[src/rtl/sram_arb_pkg.sv]
// Shared types and constants for the two-port round-robin SRAM arbiter.
// The optional post-reset zero-fill is enabled by defining SRAM_ARB_INIT_EN.
package sram_arb_pkg;

   localparam int NREQ       = 2;
   localparam int ADDR_W_DEF = 8;
   localparam int DEPTH      = 2 ** ADDR_W_DEF;

   typedef enum logic {
      INIT = 1'b0,
      RUN  = 1'b1
   } state_e;

   typedef logic req_id_t;

   function automatic logic [NREQ-1:0] id_onehot(input req_id_t id);
      return id ? 2'b10 : 2'b01;
   endfunction

endpackage

[src/rtl/sram_rr_arb2.sv]
// Two-input round-robin arbiter: a lone requester always wins, on contention
// the requester named by the pointer wins, and the pointer then moves away.
module sram_rr_arb2
   import sram_arb_pkg::*;
(
   input  logic            clk_i,
   input  logic            rst_i,
   input  logic            en_i,
   input  logic [NREQ-1:0] valid_i,
   output logic [NREQ-1:0] grant_o,
   output req_id_t         grant_id_o,
   output req_id_t         ptr_o
);

   req_id_t ptr_q, ptr_d;

   always_comb begin
      grant_o    = '0;
      grant_id_o = 1'b0;
      if (en_i) begin
         case (valid_i)
            2'b01: begin
               grant_o    = 2'b01;
               grant_id_o = 1'b0;
            end
            2'b10: begin
               grant_o    = 2'b10;
               grant_id_o = 1'b1;
            end
            2'b11: begin
               grant_o    = id_onehot(ptr_q);
               grant_id_o = ptr_q;
            end
            default: ;
         endcase
      end
   end

   // The winner loses priority for the next contended cycle.
   always_comb begin
      ptr_d = ptr_q;
      if (|grant_o) begin
         ptr_d = ~grant_id_o;
      end
   end

   always_ff @(posedge clk_i) begin
      if (rst_i) begin
         ptr_q <= 1'b0;
      end else begin
         ptr_q <= ptr_d;
      end
   end

   assign ptr_o = ptr_q;

endmodule

[src/rtl/sram_rw_port_arbiter.sv]
// Shares one single-port RW SRAM macro between two requesters, round-robin.
// Define SRAM_ARB_INIT_EN to zero-fill the whole array after every reset.
module sram_rw_port_arbiter
   import sram_arb_pkg::*;
#(
   parameter int ADDR_W = ADDR_W_DEF,
   parameter int DATA_W = 128,
   parameter int MASK_W = 4
) (
   input  logic                     clock,
   input  logic                     reset,
   input  logic [NREQ-1:0]          req_valid,
   output logic [NREQ-1:0]          req_ready,
   input  logic [NREQ-1:0]          req_write,
   input  logic [NREQ*ADDR_W-1:0]   req_addr,
   input  logic [NREQ*MASK_W-1:0]   req_wmask,
   input  logic [NREQ*DATA_W-1:0]   req_wdata,
   output logic [NREQ-1:0]          rsp_valid,
   output logic [DATA_W-1:0]        rsp_rdata,
   output logic                     mem_en,
   output logic                     mem_wmode,
   output logic [ADDR_W-1:0]        mem_addr,
   output logic [MASK_W-1:0]        mem_wmask,
   output logic [DATA_W-1:0]        mem_wdata,
   input  logic [DATA_W-1:0]        mem_rdata,
   output logic                     init_done,
   output state_e                   dbg_state
);

   state_e            state_q;
   logic              init_active;
   logic [ADDR_W-1:0] init_addr;

`ifdef SRAM_ARB_INIT_EN
   state_e            state_d;
   logic [ADDR_W-1:0] cnt_q, cnt_d;
   logic              init_done_q;

   always_comb begin
      state_d = state_q;
      cnt_d   = cnt_q;
      if (state_q == INIT) begin
         cnt_d = cnt_q + ADDR_W'(1);
         if (cnt_q == '1) begin
            state_d = RUN;
         end
      end
   end

   always_ff @(posedge clock) begin
      if (reset) begin
         state_q     <= INIT;
         cnt_q       <= '0;
         init_done_q <= 1'b0;
      end else begin
         state_q     <= state_d;
         cnt_q       <= cnt_d;
         init_done_q <= (state_d == RUN);
      end
   end

   assign init_active = (state_q == INIT) && !reset;
   assign init_addr   = cnt_q;
   assign init_done   = init_done_q;
`else
   assign state_q     = RUN;
   assign init_active = 1'b0;
   assign init_addr   = '0;
   assign init_done   = 1'b1;
`endif

   assign dbg_state = state_q;

   // Handshake: a request transfers in a cycle where req_valid[i] & req_ready[i].
   // req_ready is a combinational function of req_valid; valid must never wait
   // on ready. Read responses have no backpressure and arrive exactly one cycle
   // after the transfer.
   logic            run_en;
   logic [NREQ-1:0] grant;
   req_id_t         grant_id;
   req_id_t         rr_ptr;

   assign run_en = (state_q == RUN) && !reset;

   sram_rr_arb2 u_arb (
      .clk_i      (clock),
      .rst_i      (reset),
      .en_i       (run_en),
      .valid_i    (req_valid),
      .grant_o    (grant),
      .grant_id_o (grant_id),
      .ptr_o      (rr_ptr)
   );

   assign req_ready = grant;

   logic [ADDR_W-1:0] addr_a  [NREQ];
   logic [MASK_W-1:0] wmask_a [NREQ];
   logic [DATA_W-1:0] wdata_a [NREQ];

   for (genvar i = 0; i < NREQ; i++) begin : g_unpack
      assign addr_a[i]  = req_addr[i*ADDR_W +: ADDR_W];
      assign wmask_a[i] = req_wmask[i*MASK_W +: MASK_W];
      assign wdata_a[i] = req_wdata[i*DATA_W +: DATA_W];
   end

   always_comb begin
      mem_en    = 1'b0;
      mem_wmode = 1'b0;
      mem_addr  = '0;
      mem_wmask = '0;
      mem_wdata = '0;
      if (init_active) begin
         mem_en    = 1'b1;
         mem_wmode = 1'b1;
         mem_addr  = init_addr;
         mem_wmask = '1;
      end else if (|grant) begin
         mem_en    = 1'b1;
         mem_wmode = req_write[grant_id];
         mem_addr  = addr_a[grant_id];
         mem_wmask = wmask_a[grant_id];
         mem_wdata = wdata_a[grant_id];
      end
   end

   logic    rsp_pend_q, rsp_pend_d;
   req_id_t rsp_id_q;

   assign rsp_pend_d = (|grant) && !req_write[grant_id];

   always_ff @(posedge clock) begin
      if (reset) begin
         rsp_pend_q <= 1'b0;
         rsp_id_q   <= 1'b0;
      end else begin
         rsp_pend_q <= rsp_pend_d;
         rsp_id_q   <= grant_id;
      end
   end

   // Macro output is only meaningful the cycle after a read; mask it otherwise.
   logic rsp_live;
   assign rsp_live  = rsp_pend_q && !reset;
   assign rsp_valid = rsp_live ? id_onehot(rsp_id_q) : '0;
   assign rsp_rdata = rsp_live ? mem_rdata : '0;

endmodule

[config.mk]
export PLATFORM = sky130hd
export DESIGN_NAME = sram_rw_port_arbiter
export DESIGN_NICKNAME = d
export VERILOG_FILES = /design/src/rtl/sram_arb_pkg.sv /design/src/rtl/sram_rr_arb2.sv /design/src/rtl/sram_rw_port_arbiter.sv
export SDC_FILE = /design/constraint.sdc
export NUM_CORES = 1
export LEC_CHECK = 0
export CORE_AREA = 2 2 267 269
export CTS_CLUSTER_DIAMETER = 120
export DETAILED_ROUTE_END_ITERATION = 6
export DIE_AREA = 0 0 269 271
export HOLD_SLACK_MARGIN = 0.05
export PLACE_DENSITY = 0.3
export SETUP_SLACK_MARGIN = 0.2
export SKIP_CTS_REPAIR_TIMING = 1
export SYNTH_ARGS = -nofsm -noshare
export SYNTH_HDL_FRONTEND = slang
export SYNTH_SLANG_ARGS = --single-unit
[constraint.sdc]
create_clock -name clock -period 1.1 [get_ports clock]
set_input_delay 0.165 -clock clock [delete_from_list [all_inputs] [get_ports clock]]
set_output_delay 0.165 -clock clock [all_outputs]
set_load 0.01 [all_outputs]
==> flow_summary.toml <==
[min_path]
min_path_type = "input pin to flip-flop"

[cells_and_area]
layout_commonest_cell = "clkdlybuf4s50_1"
final_area_sq_mm = 0.0127
post-route-util_pct = 18.2
drive_gt1_share_pct = 34.2
area_growth_pct = 295
final_cell_mix = "411 x clkdlybuf4s50_1, 145 x nor2_1, 129 x and2_4"
multiInputGateArea_sq_mm = 0.00318
fillCellCount = 7846
final_cells = 2175
seqCellArea_sq_um = 61.3
finalNetCount = 1647

[logic_synthesis]
synth_compound_area_share_pct = 39.3
avgSynthCellArea_sq_um = 6.29
synthesis.area_sq_mm = 0.00321
synth_fa_ha_area_share_pct = 0
synthMuxAreaShare_pct = 0
yosysWarningCount = 0
synth_seq_cells = 3
yosys.area_share.simple_pct = 43.3
synth_cell_types = 16
synth-seq-area-share_pct = 1.87
synth_xor_xnor_area_share_pct = 0
postSynthCellCount = 511
synth_top_family_by_area = "simple AND/OR/NAND/NOR gates"

[drt]
drt-pass1-iter-count = 4
postRouteAntennaNets = 0
drc_errors = 0
viasPerCell = 3.31
wl_per_cell_microns = 21.2
drt_wl_total_microns = 46100
num_vias = 7192
drtIter0Drc = 196

[status]
violations = "negative setup slack"
status = "complete, but fails checks"

[clock_tree]
cts_buffers = 3
clockRootBuffer = "clkbuf_16"
clk_pin_slew_ns = 0.03
clk_path_buf_depth = 2
htreeDepth = 1
cts_tree = "done"
clkLatencyLatePin_ns = 0.22
cts.sinks = 3

[floorplanning]
dieHeight_microns = 271
start_util_pct = 4.60
core_sq_mm = 0.0698
dieArea_sq_mm = 0.0729
die_w_microns = 269
row_count = 97
ios = 690

[power_and_ir_drop]
p_leak_uw = 0.00687
p_per_area_mw_per_mm2 = 416
ir_drop_v = 0.000364

[critical_path]
worst-path-max-fanout = 8
cp_data_required_time_ns = 0.94
critPathKind = "flip-flop to output port"
start_kind = "flip-flop"
worstPathArrival_ns = 1.70
cp-end-kind = "output port"

[sta]
finalClockSkew_ns = 0.00109
hold_viol = 0
rsz0062_at_grt = "true"
tns_ns = -155.34
whs_ns = 0.451
drv_slew = 0
max_freq_mhz = 536
final.min_clock_period_ns = 1.86
finalCritPeriodShare_pct = 169
setup_violations = 275
setup_ws_ns = -0.764

[run]
cap_violations = 0

[place]
place_inst = 2130
hpwl_microns = 38100
port_buffers = 687
placed_cell_area_sq_mm = 0.0120
routabilityCongestion = 0.814

[grt]
grtUsageTotal_pct = 11.0
first_global_vias = 7275
overflow = 0
antenna_found_initial = 15
grt_pass1_wl_microns = 56700
grt_max_degree = 46
[synthesized netlist by cell type]
cell / number / area (sq um)
a211oi_1: 1 / 7.51
a21boi_2: 1 / 11.3
a32oi_1: 141 / 1230
and2_1: 129 / 807
buf_2: 27 / 135
buf_4: 5 / 37.5
buf_6: 17 / 191
clkbuf_1: 22 / 82.6
clkbuf_2: 10 / 50.1
conb_1: 1 / 3.75
dfxtp_1: 3 / 60.1
nand2_1: 2 / 7.51
nand2b_1: 1 / 6.26
nor2_1: 147 / 552
nor2b_1: 3 / 18.8
o31ai_1: 1 / 7.51
[area by class of cell]
class | instances | share of cell area (%)
repair buffers | 797 | 64.5
flip-flops and latches | 3 | 0.483
well taps | 940 | 9.27
multi-input cells | 428 | 25.1
diodes | 3 | 0.0592
clock buffers | 4 | 0.622
[per-layer routing]
layer	vias up	routed length, microns	part of all wire [%]	global-route usage (%)
met3	72	4440	9.6	4.36
met2	415	24800	54	21.8
met4	18	1450	3.1	2.76
met5	-	111	0.24	0
met1	3347	15400	33	10.3
li1	3340	-	-	-
[critical path: stages, from the launching register on]
cell and delay [ns]:
dfxtp_2 0.33, nand2b_4 0.17, buf_12 0.14, buf_4 0.13, buf_4 0.15, clkbuf_16 0.16
a32oi_2 0.19, nor2_1 0.05, clkbuf_2 0.14
[sequential cells by signal (all words and copies together) (netlist names)]
| register | flops |
|---|---|
| u_arb.ptr_o | 1 |
| rsp_pend_q | 1 |
| rsp_id_q | 1 |
[metrics by stage]
step	setup slack [ns]	total power, uW
global route	-0.816	5610
floorplan	-0.158	1570
global placement	-1.36	4640
detailed placement	-1.36	4620
finish	-0.764	5280
CTS	-1.37	5250
[cell families after synthesis]
family | after synthesis
AOI/OAI and AO/OA | 144
buffers and inverters | 81
DFF | 3
other | 1
and+or+nand+nor | 282
[final timing paths]
kind,from,to,slack [ns],depth (start not counted)
setup reg to reg,u_arb.ptr_o$_SDFFE_PP0P_,rsp_pend_q$_SDFF_PP0_,-0.18,5
hold reg to reg,u_arb.ptr_o$_SDFFE_PP0P_,u_arb.ptr_o$_SDFFE_PP0P_,0.57,2
setup / recovery,u_arb.ptr_o$_SDFFE_PP0P_,mem_wdata[20],-0.76,8
hold / removal,req_valid[0],u_arb.ptr_o$_SDFFE_PP0P_,0.45,4
[where the power goes]
| part | internal, uW | switching [uW] |
|---|---|---|
| sequential | 118 | 6.77 |
| combinational | 2790 | 1790 |
| clock | 478 | 94.0 |
(Power assumes the default switching activity.)
